$ cat src/rtl/npc_btb_pred.sv
// Fetch PC register with a direct-mapped BTB of 2-bit saturating counters.
// Predicts the next PC every cycle; accepts EX-stage updates and redirects.
module npc_btb_pred #(
  parameter int unsigned    AW       = 32,
  parameter int unsigned    DEPTH    = 16,
  parameter logic [AW-1:0]  RESET_PC = AW'(32'h0000_3000)
) (
  input  logic          clk,
  input  logic          rstn,
  input  logic          stall,
  input  logic          redirect_valid,
  input  logic [AW-1:0] redirect_pc,
  input  logic          upd_valid,
  input  logic [AW-1:0] upd_pc,
  input  logic          upd_taken,
  input  logic [AW-1:0] upd_target,
  output logic [AW-1:0] pc,
  output logic [AW-1:0] pc_plus4,
  output logic          pred_taken,
  output logic [AW-1:0] pred_target
);

  localparam int unsigned IDXW = $clog2(DEPTH);
  localparam int unsigned TAGW = AW - IDXW - 2;

  logic [AW-1:0]   r_pc;
  logic            r_valid  [DEPTH];
  logic [TAGW-1:0] r_tag    [DEPTH];
  logic [AW-1:0]   r_target [DEPTH];
  logic [1:0]      r_ctr    [DEPTH];

  logic [IDXW-1:0] w_idx;
  logic [TAGW-1:0] w_tag;
  logic            w_hit;
  logic            w_pred_taken;
  logic [AW-1:0]   w_pc_plus4;
  logic [AW-1:0]   w_pred_target;

  logic [IDXW-1:0] w_uidx;
  logic [TAGW-1:0] w_utag;
  logic            w_uhit;
  logic [1:0]      w_ctr_up;
  logic [1:0]      w_ctr_dn;

  // Fetch-side lookup, combinational on the current PC.
  always_comb begin
    w_idx         = r_pc[IDXW+1:2];
    w_tag         = r_pc[AW-1:IDXW+2];
    w_hit         = r_valid[w_idx] && (r_tag[w_idx] == w_tag);
    w_pred_taken  = w_hit && r_ctr[w_idx][1];
    w_pc_plus4    = r_pc + AW'(4);
    w_pred_target = w_pred_taken ? r_target[w_idx] : w_pc_plus4;
  end

  // Update-side lookup and saturating counter steps.
  always_comb begin
    w_uidx   = upd_pc[IDXW+1:2];
    w_utag   = upd_pc[AW-1:IDXW+2];
    w_uhit   = r_valid[w_uidx] && (r_tag[w_uidx] == w_utag);
    w_ctr_up = (r_ctr[w_uidx] == 2'b11) ? 2'b11 : r_ctr[w_uidx] + 2'b01;
    w_ctr_dn = (r_ctr[w_uidx] == 2'b00) ? 2'b00 : r_ctr[w_uidx] - 2'b01;
  end

  // Redirect beats stall; stall beats the prediction.
  always_ff @(posedge clk or negedge rstn) begin
    if (!rstn) begin
      r_pc <= RESET_PC;
    end else if (redirect_valid) begin
      r_pc <= {redirect_pc[AW-1:2], 2'b00};
    end else if (!stall) begin
      r_pc <= w_pred_target;
    end
  end

  // BTB write port; lookup above sees the pre-write contents this cycle.
  always_ff @(posedge clk or negedge rstn) begin
    if (!rstn) begin
      for (int unsigned i = 0; i < DEPTH; i++) begin
        r_valid[IDXW'(i)]  <= 1'b0;
        r_tag[IDXW'(i)]    <= '0;
        r_target[IDXW'(i)] <= '0;
        r_ctr[IDXW'(i)]    <= 2'b01;
      end
    end else if (upd_valid) begin
      if (w_uhit) begin
        if (upd_taken) begin
          r_ctr[w_uidx]    <= w_ctr_up;
          r_target[w_uidx] <= upd_target;
        end else begin
          r_ctr[w_uidx]    <= w_ctr_dn;
        end
      end else if (upd_taken) begin
        r_valid[w_uidx]  <= 1'b1;
        r_tag[w_uidx]    <= w_utag;
        r_target[w_uidx] <= upd_target;
        r_ctr[w_uidx]    <= 2'b10;
      end
    end
  end

  always_comb begin
    pc          = r_pc;
    pc_plus4    = w_pc_plus4;
    pred_taken  = w_pred_taken;
    pred_target = w_pred_target;
  end

endmodule

$ cat config.mk
export PLATFORM = sky130hd
export DESIGN_NAME = npc_btb_pred
export DESIGN_NICKNAME = d
export VERILOG_FILES = /design/src/rtl/npc_btb_pred.sv
export SDC_FILE = /design/constraint.sdc
export NUM_CORES = 2
export LEC_CHECK = 0
export ABC_AREA = 1
export BUFFER_PORTS_ARGS = -buffer_cell sky130_fd_sc_hd__buf_2
export CORE_ASPECT_RATIO = 1.1
export CORE_MARGIN = 2
export CORE_UTILIZATION = 55
export DETAILED_ROUTE_END_ITERATION = 7
export PLACE_DENSITY = 0.72
export SLEW_MARGIN = 0
export SYNTH_ARGS = -nofsm -noshare
export SYNTH_HDL_FRONTEND = slang
export SYNTH_SLANG_ARGS = --single-unit
$ cat constraint.sdc
create_clock -name clk -period 3.4 [get_ports clk]
set_input_delay 0 -clock clk [delete_from_list [all_inputs] [get_ports clk]]
set_output_delay 0 -clock clk [all_outputs]
set_load 0.02 [all_outputs]
* Word-level counts from Yosys, hierarchy flattened
Cells that the tools add are included.
Cells by class: $add $sub $neg 3, magnitude comparators 3, equality and inequality tests 4, mux-type cells 41, bitwise gates (word level) 7, reduce and logical (&&, ||, !) cells 9
Operators by type and width (count):
- bitwise mux 512 bit | 1
- bitwise mux 416 bit | 1
- two-way mux 32 bit | 9
- binary-select mux 26 bit (select 4 bit) | 2
- two-way mux 26 bit | 5
- binary-select mux 32 bit (select 4 bit) | 1
- demux 32 bit (select 4 bit) | 1
- demux 26 bit (select 4 bit) | 1
- bitwise mux 32 bit | 2
- == test 26 bit | 2
- adder 32 x 3 -> 32 bit (second input constant) | 1
- bitwise OR 16 bit | 2
- bitwise AND 16 bit | 1
- binary-select mux 2 bit (select 4 bit) | 2
- inverter 16 bit | 1
- two-way mux 2 bit | 7
- >= comparator 5 bit (second input constant) | 2
- inverter 4 -> 5 bit | 2
- binary-select mux 1 bit (select 4 bit) | 2
- demux 2 bit (select 4 bit) | 1
- less-than comparator 5 x 1 -> 1 bit (second input constant) | 1
- two-way mux 1 bit | 5
- demux 1 bit (select 4 bit) | 1
- logical AND 1 bit | 4
- 9 further kinds | 10
Word-level totals: register bits after elaboration 1008, bits of input ports 102, output and inout bits 97, word-level logic and storage cells 132

* Depth between registers and ports, before layout
word-level depth 10, gate-level depth with buffers 24, depth with buffers taken out 21

* Worst setup path before layout
Ideal clock, no wire load.
path type register to register, from register r_pc[2], in the netlist pc[2], to register r_pc[31], in the netlist pc[31], setup time 65 ps, arrival 2952 ps, slack 383 ps, stages on the path, launching flop included 16, buffers on the path 3, period minus slack after synthesis 3017 ps, cells stage by stage dfrtp_1 -> buf_4 -> inv_2 -> buf_2 -> buf_2 -> nor2_1 -> nand4_1 -> nor3_2 -> nand3_1 -> nor3b_1 -> nand4_1 -> xor2_1 -> nand2_1 -> nand3_1 -> nand2_1 -> nand2_1
On the way: elaborated cells between the ends (all ways) 20, classes of those cells 1 x add/sub; 1 x eq/ne; 15 x mux; 1 x bitwise; 2 x reduce/logical
RTL lines:
- from (decl) | line 26 | logic [AW-1:0] r_pc;
- from (signal assigned) | line 69 | r_pc <= {redirect_pc[AW-1:2], 2'b00};
- from (signal assigned) | line 71 | r_pc <= w_pred_target;
- adder 32 x 3 -> 32 bit | line 51 | w_pc_plus4 = r_pc + AW'(4);
- named net pc_plus4[31] | line 18 | output logic [AW-1:0] pc_plus4,
- two-way mux 32 bit | line 52 | w_pred_target = w_pred_taken ? r_target[w_idx] : w_pc_plus4;
- two-way mux 32 bit | line 70 | end else if (!stall) begin
- two-way mux 32 bit | line 68 | end else if (redirect_valid) begin
The timed path passes the listed nets, and every way through them passes these cells. The select of a mux whose other input is x is not followed. A chain may end at the register's enable or synchronous reset.

* Worst setup path in the final report
from register r_pc[2], in the netlist pc[2], to output port pred_target[1]
On the way: cells in the longest elaborated chain, start to end 8, elaborated cells between the ends (all ways) 17, classes of those cells 1 x eq/ne; 13 x mux; 1 x bitwise; 2 x reduce/logical
Ends and longest elaborated chain:
- inverter 4 -> 5 bit (implied by the code) * | line 49, 50, 52
- binary-select mux 26 bit (select 4 bit) | line 49 | w_hit = r_valid[w_idx] && (r_tag[w_idx] == w_tag);
- two-way mux 26 bit (implied by the code) (2 in a row) | line 49
- == test 26 bit | line 49
- logical AND 1 bit | line 49
- logical AND 1 bit | line 50 | w_pred_taken = w_hit && r_ctr[w_idx][1];
- two-way mux 32 bit * | line 52
- to (decl) | line 20 | output logic [AW-1:0] pred_target
Mark *: on every way between the ends. The rest lies on a longest branch, timed or not. The select of a mux whose other input is x is not followed.

==> impl_metrics.json <==
{
  "slew_viol_final": 0,
  "rows": 118,
  "die-area_mm2": 0.0972,
  "design_area_mm2": 0.0618,
  "globalplace.congestion": 0.995,
  "ys_async_sr_fraction_pct": 100,
  "diodes": 0,
  "cp_data_arrival_time_ns": 3.83,
  "clk_latency_ns": 0.73,
  "yosys_warnings": 0,
  "seq_area_mm2": 0.0253,
  "grtUsageMet2_pct": 60.7,
  "die_w_um": 297,
  "p_per_area_mw_per_mm2": 610,
  "seqPwrFrac_pct": 41.8,
  "fin_nets": 7383,
  "synthTopCellsByArea": "dfrtp_1, nand2_1, o21ai_0, nand3_1, nor2_1",
  "start_util_pct": 55.4,
  "drv_cap": 0,
  "antenna_found_initial": 2,
  "first_iter_violations": 7389,
  "dp.cells": 8282,
  "fin_cells": 8628,
  "final_cell_mix": "nand2_1, o21ai_0, dfrtp_1",
  "multi_input_area_mm2": 0.0240,
  "clock_path_buffers": 3,
  "crit_required_ns": 3.40,
  "first_pass_iters": 8,
  "setup_viol": 36,
  "grt_setup_unrepaired": "yes",
  "fin_skew_ns": 0.0355,
  "total_power_mw": 37.7,
  "slowest_stage": "dfrtp_4",
  "period_share_pct": 113,
  "synth_edf_count": 0,
  "via_per_inst": 6.07,
  "path_cells": "buf_12 > clkinv_16 > buf_16 > buf_12 > nor2_4 > nor2_1 > o21ai_1 > o211ai_1 > nand2_1 > nand2_4 > nand2_2 > o21ai_1 > nor2_1 > nand3_2 > nor2_4 > buf_12 > buf_12 > nand4_1 > nand2_1 > inv_1 > buf_6",
  "drive_gt1_share_pct": 11.5,
  "r2r-start": "pc[2]$_DFFE_PN0P_",
  "clk_pin_slew_ns": 0.07,
  "overflow": 0,
  "syn-num-nets": 7216,
  "violations": "DRC, setup timing",
  "grt_pass1_wl_mm": 298,
  "crit_fanout": 8,
  "timing.final.ws_setup_ns": -0.427,
  "drc": 2,
  "path_class": "flop to output port",
  "place_hpwl_mm": 118,
  "syn_area_mm2": 0.0521,
  "synthToLayoutAreaGrowth_pct": 18.5,
  "die_y_um": 327,
  "power.switching_mw": 12.8,
  "endpoint": "pred_target[1]",
  "fmax_mhz": 261,
  "finalHoldViolCount": 0,
  "htreeDepth": 3,
  "nFillCells": 8082,
  "outcome": "complete, but fails checks",
  "place_area_mm2": 0.0553,
  "tightest_slew_ns": 0.982,
  "internal_power_mw": 24.9,
  "worstReg2RegEnd": "pc[0]$_DFFE_PN0P_",
  "maxSlewHeadroom_pct": 34.5,
  "yosys.area.top_type": "dfrtp_1",
  "p_clk_share_pct": 33.0,
  "ff2ff_path_depth": 21,
  "numPortBuffers": 194,
  "r2r_slack_ns": 0.11,
  "vias": 52400,
  "busiest_layer": "met2",
  "root_buffer": "clkbuf_16",
  "drt-total-wl_mm": 198,
  "synth_cell_type_count": 42,
  "pwr-share-comb_pct": 25.2,
  "avgSynthCellArea_um2": 7.32,
  "switching_share_pct": 34.0,
  "hold_depth": 4,
  "cp_slowest_stage_delay_ns": 0.48,
  "yosysSeqAreaShare_pct": 48.5,
  "grt_max_degree": 181,
  "mostFrequentLayoutCell": "nand2_1",
  "min_path_type": "primary input to flop",
  "tritoncts.num_buffers": 106,
  "finalCriticalPeriod_ns": 3.83,
  "grtUsageMet1_pct": 51.7,
  "ir_drop_mv": 0.505,
  "leakagePower_nw": 29.7,
  "first_global_vias": 49200,
  "core_mm2": 0.0940,
  "timing.critical_path.mode_cell": "buf_12",
  "worst_setup_path_end_kind": "output port",
  "ys.flop_type": "dfrtp_1",
  "worstSetupStartpointType": "flop",
  "met3_usage_pct": 8.72,
  "grtUsageTotal_pct": 39.9,
  "cts_sinks": 1008,
  "wire_per_inst_um": 23.0,
  "yosysTopAreaCellShare_pct": 47.5,
  "io_pins": 199,
  "ant_nets": 0,
  "synth_cells": 7113,
  "setup_tns_ns": -11.21,
  "startpoint": "pc[2]$_DFFE_PN0P_",
  "cts_tree": "done",
  "ys_seq_elements": 1008,
  "whs_ns": 0.0194
}
[sequential cells by signal, indices dropped and copies added (netlist names)]
name,cells
r_valid,16
r_target,512
r_tag,416
pc,32
r_ctr,32
[repair_timing]
action                                  in CTS  in global routing
buffers inserted                            20                 16
hold endpoints to repair                  1595                  0
hold buffers                                96                  0
pin swaps                                   28                 50
cloned                                      16                  4
gates resized for setup                    146                 97
endpoints found under the setup margin      42                 44
[area by class of cell]
cell class | count | area share [%]
Multi-Input combinational cell | 5251 | 38.9
Clock inverter | 40 | 0.956
Clock buffer | 156 | 5.07
Sequential cell | 1008 | 40.9
Timing Repair inverter | 4 | 0.0851
Tap cell | 1260 | 2.55
Timing Repair Buffer | 588 | 9.49
Inverter | 321 | 2.07
[how the worst min path moves through the flow]
| stage | from | endpoint | slack [ns] |
|---|---|---|---|
| after floorplan | rstn | pc[0]$_DFFE_PN0P_ | -0.30 |
| after global placement | rstn | r_tag[393]$_DFFE_PN0P_ | 0.01 |
| after detailed placement | rstn | r_tag[393]$_DFFE_PN0P_ | 0.01 |
| after CTS | upd_pc[6] | r_tag[78]$_DFFE_PN0P_ | 0.01 |
| after global routing | upd_pc[6] | r_tag[364]$_DFFE_PN0P_ | 0.04 |
| final | upd_target[15] | r_target[111]$_DFFE_PN0P_ | 0.02 |
[metal layers]
layer,vias up,share of wire (%)
met2,3335,44
li1,23500,-
met1,24800,37
met5,-,0.0040
met4,2,6.9
met3,720,12
[power groups by stage]
stage          Sequential [mW]  Clock (mW)  Combinational [mW]
6_report                  15.7        12.5                9.48
5_1_grt                   16.0        13.0                10.4
4_1_cts                   15.7        12.5                9.06
3_5_place_dp              15.8           0                8.52
3_3_place_gp              15.8           0                8.33
2_1_floorplan             15.5           0                5.51
[per-stage QoR]
| stage | setup slack (ns) | utilization, % |
|---|---|---|
| detailed placement | 0.0199 | 58.8 |
| floorplan | 0.383 | - |
| finish | -0.427 | 65.7 |
| global placement | 0.0917 | 58.8 |
| CTS | -0.306 | 65.1 |
| global route | -0.522 | 65.7 |
[logic make-up after synthesis]
logic type      after synthesis  synth area share [%]
compound gates             1753                  18.1
xor+xnor                     26                 0.437
fa+ha+maj                     2                0.0432
buf+inv                     854                  6.69
flops                      1008                  48.5
simple gates               3470                  26.3
[critical path, delay by kind of cell (launching register included)]
kind | cells | cell delay (ns)
DFF | 1 | 0.48
and+or+nand+nor | 10 | 1.25
buffers and inverters | 8 | 1.10
AOI/OAI and AO/OA | 3 | 0.27
[synthesized netlist by cell type (2+ instances only)]
cell	instances
buf_2	133
a21oi_1	229
nand4_1	47
nor3_1	19
buf_1	31
a22oi_1	15
buf_6	10
o21a_1	77
dfrtp_1	990
nor4_1	2
nor2_4	2
nand3_1	314
a221oi_1	38
o21ai_1	41
o22ai_1	41
nand3b_1	3
buf_4	7
nor2_1	361
clkbuf_1	344
inv_1	305
a211oi_1	3
or2_0	8
nand2_1	2695
clkbuf_2	8
dfstp_2	18
and2_1	2
o221ai_1	27
o21ai_0	1233
xor2_1	26
inv_2	15
o211ai_1	48
nand2_2	11
Note: power is estimated with default switching activity, not from simulation.
